## config.mk

```make
export PLATFORM = sky130hd
export DESIGN_NAME = sm83_irq_ctrl
export DESIGN_NICKNAME = d
export VERILOG_FILES = /design/src/rtl/sm83_irq_ctrl.sv
export SDC_FILE = /design/constraint.sdc
export NUM_CORES = 1
export LEC_CHECK = 0
export CAP_MARGIN = 5
export CORE_ASPECT_RATIO = 2
export CORE_MARGIN = 2
export CORE_UTILIZATION = 49
export CTS_CLUSTER_DIAMETER = 200
export DETAILED_ROUTE_END_ITERATION = 16
export DONT_BUFFER_PORTS = 1
export PLACE_DENSITY = 0.74
export SETUP_SLACK_MARGIN = 0.1
export SLEW_MARGIN = 15
export SYNTH_ARGS = -nofsm -noshare
export SYNTH_HDL_FRONTEND = slang
export SYNTH_SLANG_ARGS = --single-unit
```

## constraint.sdc

```tcl
create_clock -name CLK -period 7.65 [get_ports CLK]
set_input_delay 2.295 -clock CLK [delete_from_list [all_inputs] [get_ports CLK]]
set_output_delay 2.295 -clock CLK [all_outputs]
set_load 0.01 [all_outputs]
```

## src/rtl/sm83_irq_ctrl.sv

```systemverilog
// SM83 interrupt controller: IF/IE/IME registers, trigger edge detection and a
// three-state dispatch FSM whose winner is chosen at resolve time, not at start.
module sm83_irq_ctrl #(
  parameter int unsigned NUM_IRQ   = 8,
  parameter logic [15:0] VEC_BASE  = 16'h0040,
  parameter int unsigned VEC_SHIFT = 3,
  parameter logic [15:0] IE_ADDR   = 16'hFFFF,
  parameter logic [15:0] IF_ADDR   = 16'hFF0F
) (
  input  logic               CLK,
  input  logic               nRESET,
  input  logic [15:0]        A,
  input  logic [7:0]         D_IN,
  output logic [7:0]         D_OUT,
  output logic               D_OE,
  input  logic               RD,
  input  logic               WR,
  input  logic [NUM_IRQ-1:0] IRQ_TRIG,
  output logic [NUM_IRQ-1:0] IRQ_ACK,
  input  logic               EI,
  input  logic               DI,
  input  logic               RETI,
  input  logic               INSTR_DONE,
  input  logic               INT_START,
  input  logic               INT_RESOLVE,
  output logic               IRQ_PEND,
  output logic               WAKE_REQ,
  output logic               VEC_VALID,
  output logic [15:0]        VECTOR
);

  typedef enum logic [1:0] {ST_IDLE, ST_WAIT_RES, ST_VEC} state_t;

  state_t             state, state_next;
  logic [NUM_IRQ-1:0] trig_q;
  logic [NUM_IRQ-1:0] if_r;
  logic [7:0]         ie_r;
  logic               ime, ei_pend;

  logic [NUM_IRQ-1:0] set, m, res_clr, win_onehot, if_next;
  logic [2:0]         winner;
  logic               found;
  logic               start_acc, resolve_acc;
  logic               hit_if, hit_ie;
  logic [7:0]         rd_if;
  logic [15:0]        vec_next;

  assign set         = IRQ_TRIG & ~trig_q;
  assign m           = if_r & ie_r[NUM_IRQ-1:0];
  assign start_acc   = (state == ST_IDLE) && INT_START;
  assign resolve_acc = (state == ST_WAIT_RES) && INT_RESOLVE;

  // Lowest index wins; evaluated live so late IE/IF changes can retarget or cancel.
  always_comb begin
    winner     = '0;
    found      = 1'b0;
    win_onehot = '0;
    for (int unsigned i = 0; i < NUM_IRQ; i++) begin
      if (m[i] && !found) begin
        winner        = 3'(i);
        found         = 1'b1;
        win_onehot[i] = 1'b1;
      end
    end
  end

  assign res_clr  = resolve_acc ? win_onehot : '0;
  assign vec_next = found ? (VEC_BASE + (16'(winner) << VEC_SHIFT)) : 16'h0000;

  always_comb begin
    if_next = (WR && (A == IF_ADDR)) ? D_IN[NUM_IRQ-1:0] : if_r;
    if_next = (if_next & ~res_clr) | set;
  end

  always_ff @(posedge CLK or negedge nRESET) begin
    if (!nRESET) state <= ST_IDLE;
    else         state <= state_next;
  end

  always_comb begin
    state_next = state;
    case (state)
      ST_IDLE:     if (INT_START)   state_next = ST_WAIT_RES;
      ST_WAIT_RES: if (INT_RESOLVE) state_next = ST_VEC;
      ST_VEC:      state_next = ST_IDLE;
      default:     state_next = ST_IDLE;
    endcase
  end

  always_ff @(posedge CLK or negedge nRESET) begin
    if (!nRESET) begin
      trig_q    <= '0;
      if_r      <= '0;
      ie_r      <= '0;
      ime       <= 1'b0;
      ei_pend   <= 1'b0;
      IRQ_ACK   <= '0;
      IRQ_PEND  <= 1'b0;
      WAKE_REQ  <= 1'b0;
      VEC_VALID <= 1'b0;
      VECTOR    <= '0;
    end else begin
      trig_q <= IRQ_TRIG;
      if_r   <= if_next;
      if (WR && (A == IE_ADDR)) ie_r <= D_IN;

      // DI and dispatch start override everything; EI arms only after the current
      // INSTR_DONE so an EI/INSTR_DONE coincidence still delays one instruction.
      if (DI || start_acc) begin
        ime     <= 1'b0;
        ei_pend <= 1'b0;
      end else begin
        if (RETI || (INSTR_DONE && ei_pend)) ime <= 1'b1;
        if (EI)                              ei_pend <= 1'b1;
        else if (INSTR_DONE)                 ei_pend <= 1'b0;
      end

      IRQ_PEND  <= ime && (|m) && (state == ST_IDLE);
      WAKE_REQ  <= |m;
      IRQ_ACK   <= res_clr;
      VEC_VALID <= resolve_acc;
      if (resolve_acc) VECTOR <= vec_next;
    end
  end

  always_comb begin
    rd_if              = '1;
    rd_if[NUM_IRQ-1:0] = if_r;
    hit_if             = (A == IF_ADDR);
    hit_ie             = (A == IE_ADDR);
    D_OE               = nRESET && RD && (hit_if || hit_ie);
    if (!D_OE)       D_OUT = 8'hFF;
    else if (hit_if) D_OUT = rd_if;
    else             D_OUT = ie_r;
  end

endmodule

```

==> impl_metrics.yaml <==
run_status:
  status: "finished, final reports clean"
global_routing:
  grt_max_degree: 45
  overflow: 0
  antenna_found_initial: 0
  grt_pass1_vias: 1502
  grt_pass1_wl_um: 7270
  track_usage_pct: 19.7
clock_tree:
  htree_levels: 2
  cts_resized: 0
  numCtsBuffers: 5
  cts_setup_buffers: 0
  cts.sinks: 43
  postCtsHoldBufs: 0
  clockRootBuffer: "clkbuf_8"
  clkTransAtPathRegs_ns: 0.07
  clock_latency_ns: 0.29
  cts.path.max_buffers: 2
  cts_tree: "built"
min_path:
  min_path_type: "flop to flop"
layout:
  final_cells: 243
  num-nets-final: 234
  fillers: 393
  post_route_cells_drive_above_1_share_pct: 14.1
  syn_to_final_growth_pct: 2.92
  antenna_cells: 0
  final_util_pct: 52.4
place:
  hpwl_um: 3410
  numPortBuffers: 0
  place_inst: 237
  place_congestion: 0.791
die:
  die_h_um: 96.6
  die-area_um2: 4860
  coreArea_um2: 4130
  dieWidth_um: 50.3
  ios: 78
  num_rows: 33
  start_util_pct: 50.9
critical_path:
  worstPathBufferInverterCount: 1
  required_ns: 5.36
  crit_family: "simple AND/OR/NAND/NOR gates"
  crit_fanout: 11
  worstPathCellList: "nor4_2, buf_4, nor4b_4, mux2i_1, nand2_1"
  startpoint_type: "input pin"
  slowest_stage: "nor4b_4"
  cp-end-kind: "output pin"
  cp.arrival_ns: 3.82
  critPathMaxStageDelay_ns: 0.67
  worstSetupPathType: "input pin to output pin"
pwr:
  ir_drop_uv: 154
  power_density_nw_per_um2: 180
  power_uw: 390
  power.leakage_nw: 0.990
timing:
  grt_setup_unrepaired: "false"
  min_period_ns: 6.12
  fmax_ghz: 0.163
  post-route-period-util_pct: 80.0
  tightest_slew_ns: 0.776
  slew_viol_final: 0
  skew_ns: 0.00799
  maxSlewHeadroom_pct: 48.1
  finalHoldViolations: 0
  tns_ns: 0
  setup_viol_count_final: 0
route:
  via_per_inst: 5.89
  drt_pass1_iterations: 4
  wl_um: 4460
  wl_per_cell_um: 18.3
  drt_iter0_drc: 20
  ant_nets: 0
  vias: 1431
  route.detailed.drc: 0
logic_synthesis:
  synthArstFlopShare_pct: 100
  synth_flop_cell: "dfrtp_1"
  synth-seq-cells: 43
  synth_seq_area_share_pct: 51.2
  synth_area_um2: 2100
  ys_warn_count: 0
  synth_edf_count: 0
  syn_area_per_cell_um2: 11.1
  synthCells: 189
  yosysUniqueCellTypes: 37
flow_run:
  cap_violations: 0
per-layer routing:
layer | global-route usage (%) | vias up | part of all wire, %
li1 | - | 660 | -
met2 | 34.3 | 68 | 56
met1 | 23.1 | 697 | 36
met5 | 0 | - | 0
met4 | 8.73 | 0 | 2.0
met3 | 3.09 | 6 | 6.1
through the flow:
stage | hold slack (ns) | instance area (um^2) | worst slack (ns)
global placement | 0.424 | 2090 | 1.53
CTS | 0.445 | 2160 | 1.53
global route | 0.469 | 2160 | 1.43
floorplan | 0.418 | 2140 | 1.96
finish | 0.441 | 2160 | 1.53
detailed placement | 0.435 | 2090 | 1.54
synthesized netlist by cell type, types with 2 or more instances:
cell type | number | area (um^2)
dfrtp_1 | 43 | 1080
nand2_1 | 22 | 82.6
inv_1 | 19 | 71.3
buf_4 | 13 | 97.6
nand4_1 | 10 | 62.6
mux2i_1 | 9 | 90.1
mux2_2 | 8 | 90.1
nor2_1 | 8 | 30.0
o221ai_2 | 6 | 90.1
nand3_1 | 5 | 25.0
o21ai_0 | 5 | 25.0
a21oi_1 | 4 | 20.0
a22oi_1 | 4 | 30.0
o2111ai_1 | 4 | 35.0
a211oi_1 | 3 | 22.5
a221oi_1 | 2 | 17.5
and2_1 | 2 | 12.5
buf_6 | 2 | 22.5
nand2b_1 | 2 | 12.5
state kept, by name, summed over array words and instances, names as in the netlist:
name	flops
IRQ_ACK	8
IRQ_PEND	1
VECTOR	4
VEC_VALID	1
WAKE_REQ	1
ei_pend	1
ie_r	8
if_r	8
ime	1
state	2
trig_q	8
worst register-to-register path, cell delays in order, from the launching register on:
cell       delay, ns
dfrtp_1         0.43
a22oi_1         0.38
nand3_1         0.33
o2111ai_1       0.32
o221ai_2        0.13
placed cells by master (no fill, tap or decap), types with 5 or more instances in the layout:
| cell | synthesis | routed |
|---|---|---|
| clkbuf_8 | 0 | 5 |
| conb_1 | 1 | 12 |
| dfrtp_1 | 43 | 43 |
| inv_1 | 19 | 19 |
| mux2_2 | 8 | 8 |
| mux2i_1 | 9 | 9 |
| nand2_1 | 22 | 22 |
| nand3_1 | 5 | 5 |
| nand4_1 | 10 | 10 |
| nor2_1 | 8 | 8 |
| o21ai_0 | 5 | 5 |
| o221ai_2 | 6 | 6 |
layout make-up:
cell class	count	area (um^2)	area share (%)
inverters	20	75.1	3.47
clock buffers	6	72.6	3.35
well taps	52	65.1	3.01
flip-flops and latches	43	1080	49.7
multi-input cells	121	867	40.1
repair buffers	1	7.51	0.347
path summary, 6_finish.rpt:
kind / slack [ns] / cells past startpoint / startpoint / to
hold reg to reg: 0.44 / 1 / state[1] / state[0]
hold / removal: 0.44 / 1 / state[1] / state[0]
setup reg to reg: 5.91 / 4 / if_r[0] / if_r[4]
setup / recovery: 1.53 / 5 / A[4] / D_OUT[5]
min in group asynchronous: 1.69 / 0 / nRESET / IRQ_ACK[5]
max in group asynchronous: 5.87 / 0 / nRESET / IRQ_ACK[0]
cell families (layout without fill, tap and decap cells):
group                  count (synthesis)  in the layout  synth area share (%)
AND/OR/NAND/NOR                       59             59                  16.8
flip-flops                            43             43                  51.2
buffers and inverters                 36             27                  9.52
AO/OA/AOI/OAI                         33             33                  13.7
multiplexers                          17             17                  8.57
other                                  1             12                 0.178
report_power, final:
part           switching [mW]  internal, mW
sequential            0.00528         0.234
clock                  0.0705        0.0609
combinational          0.0129       0.00594
(Power assumes the default switching activity.)
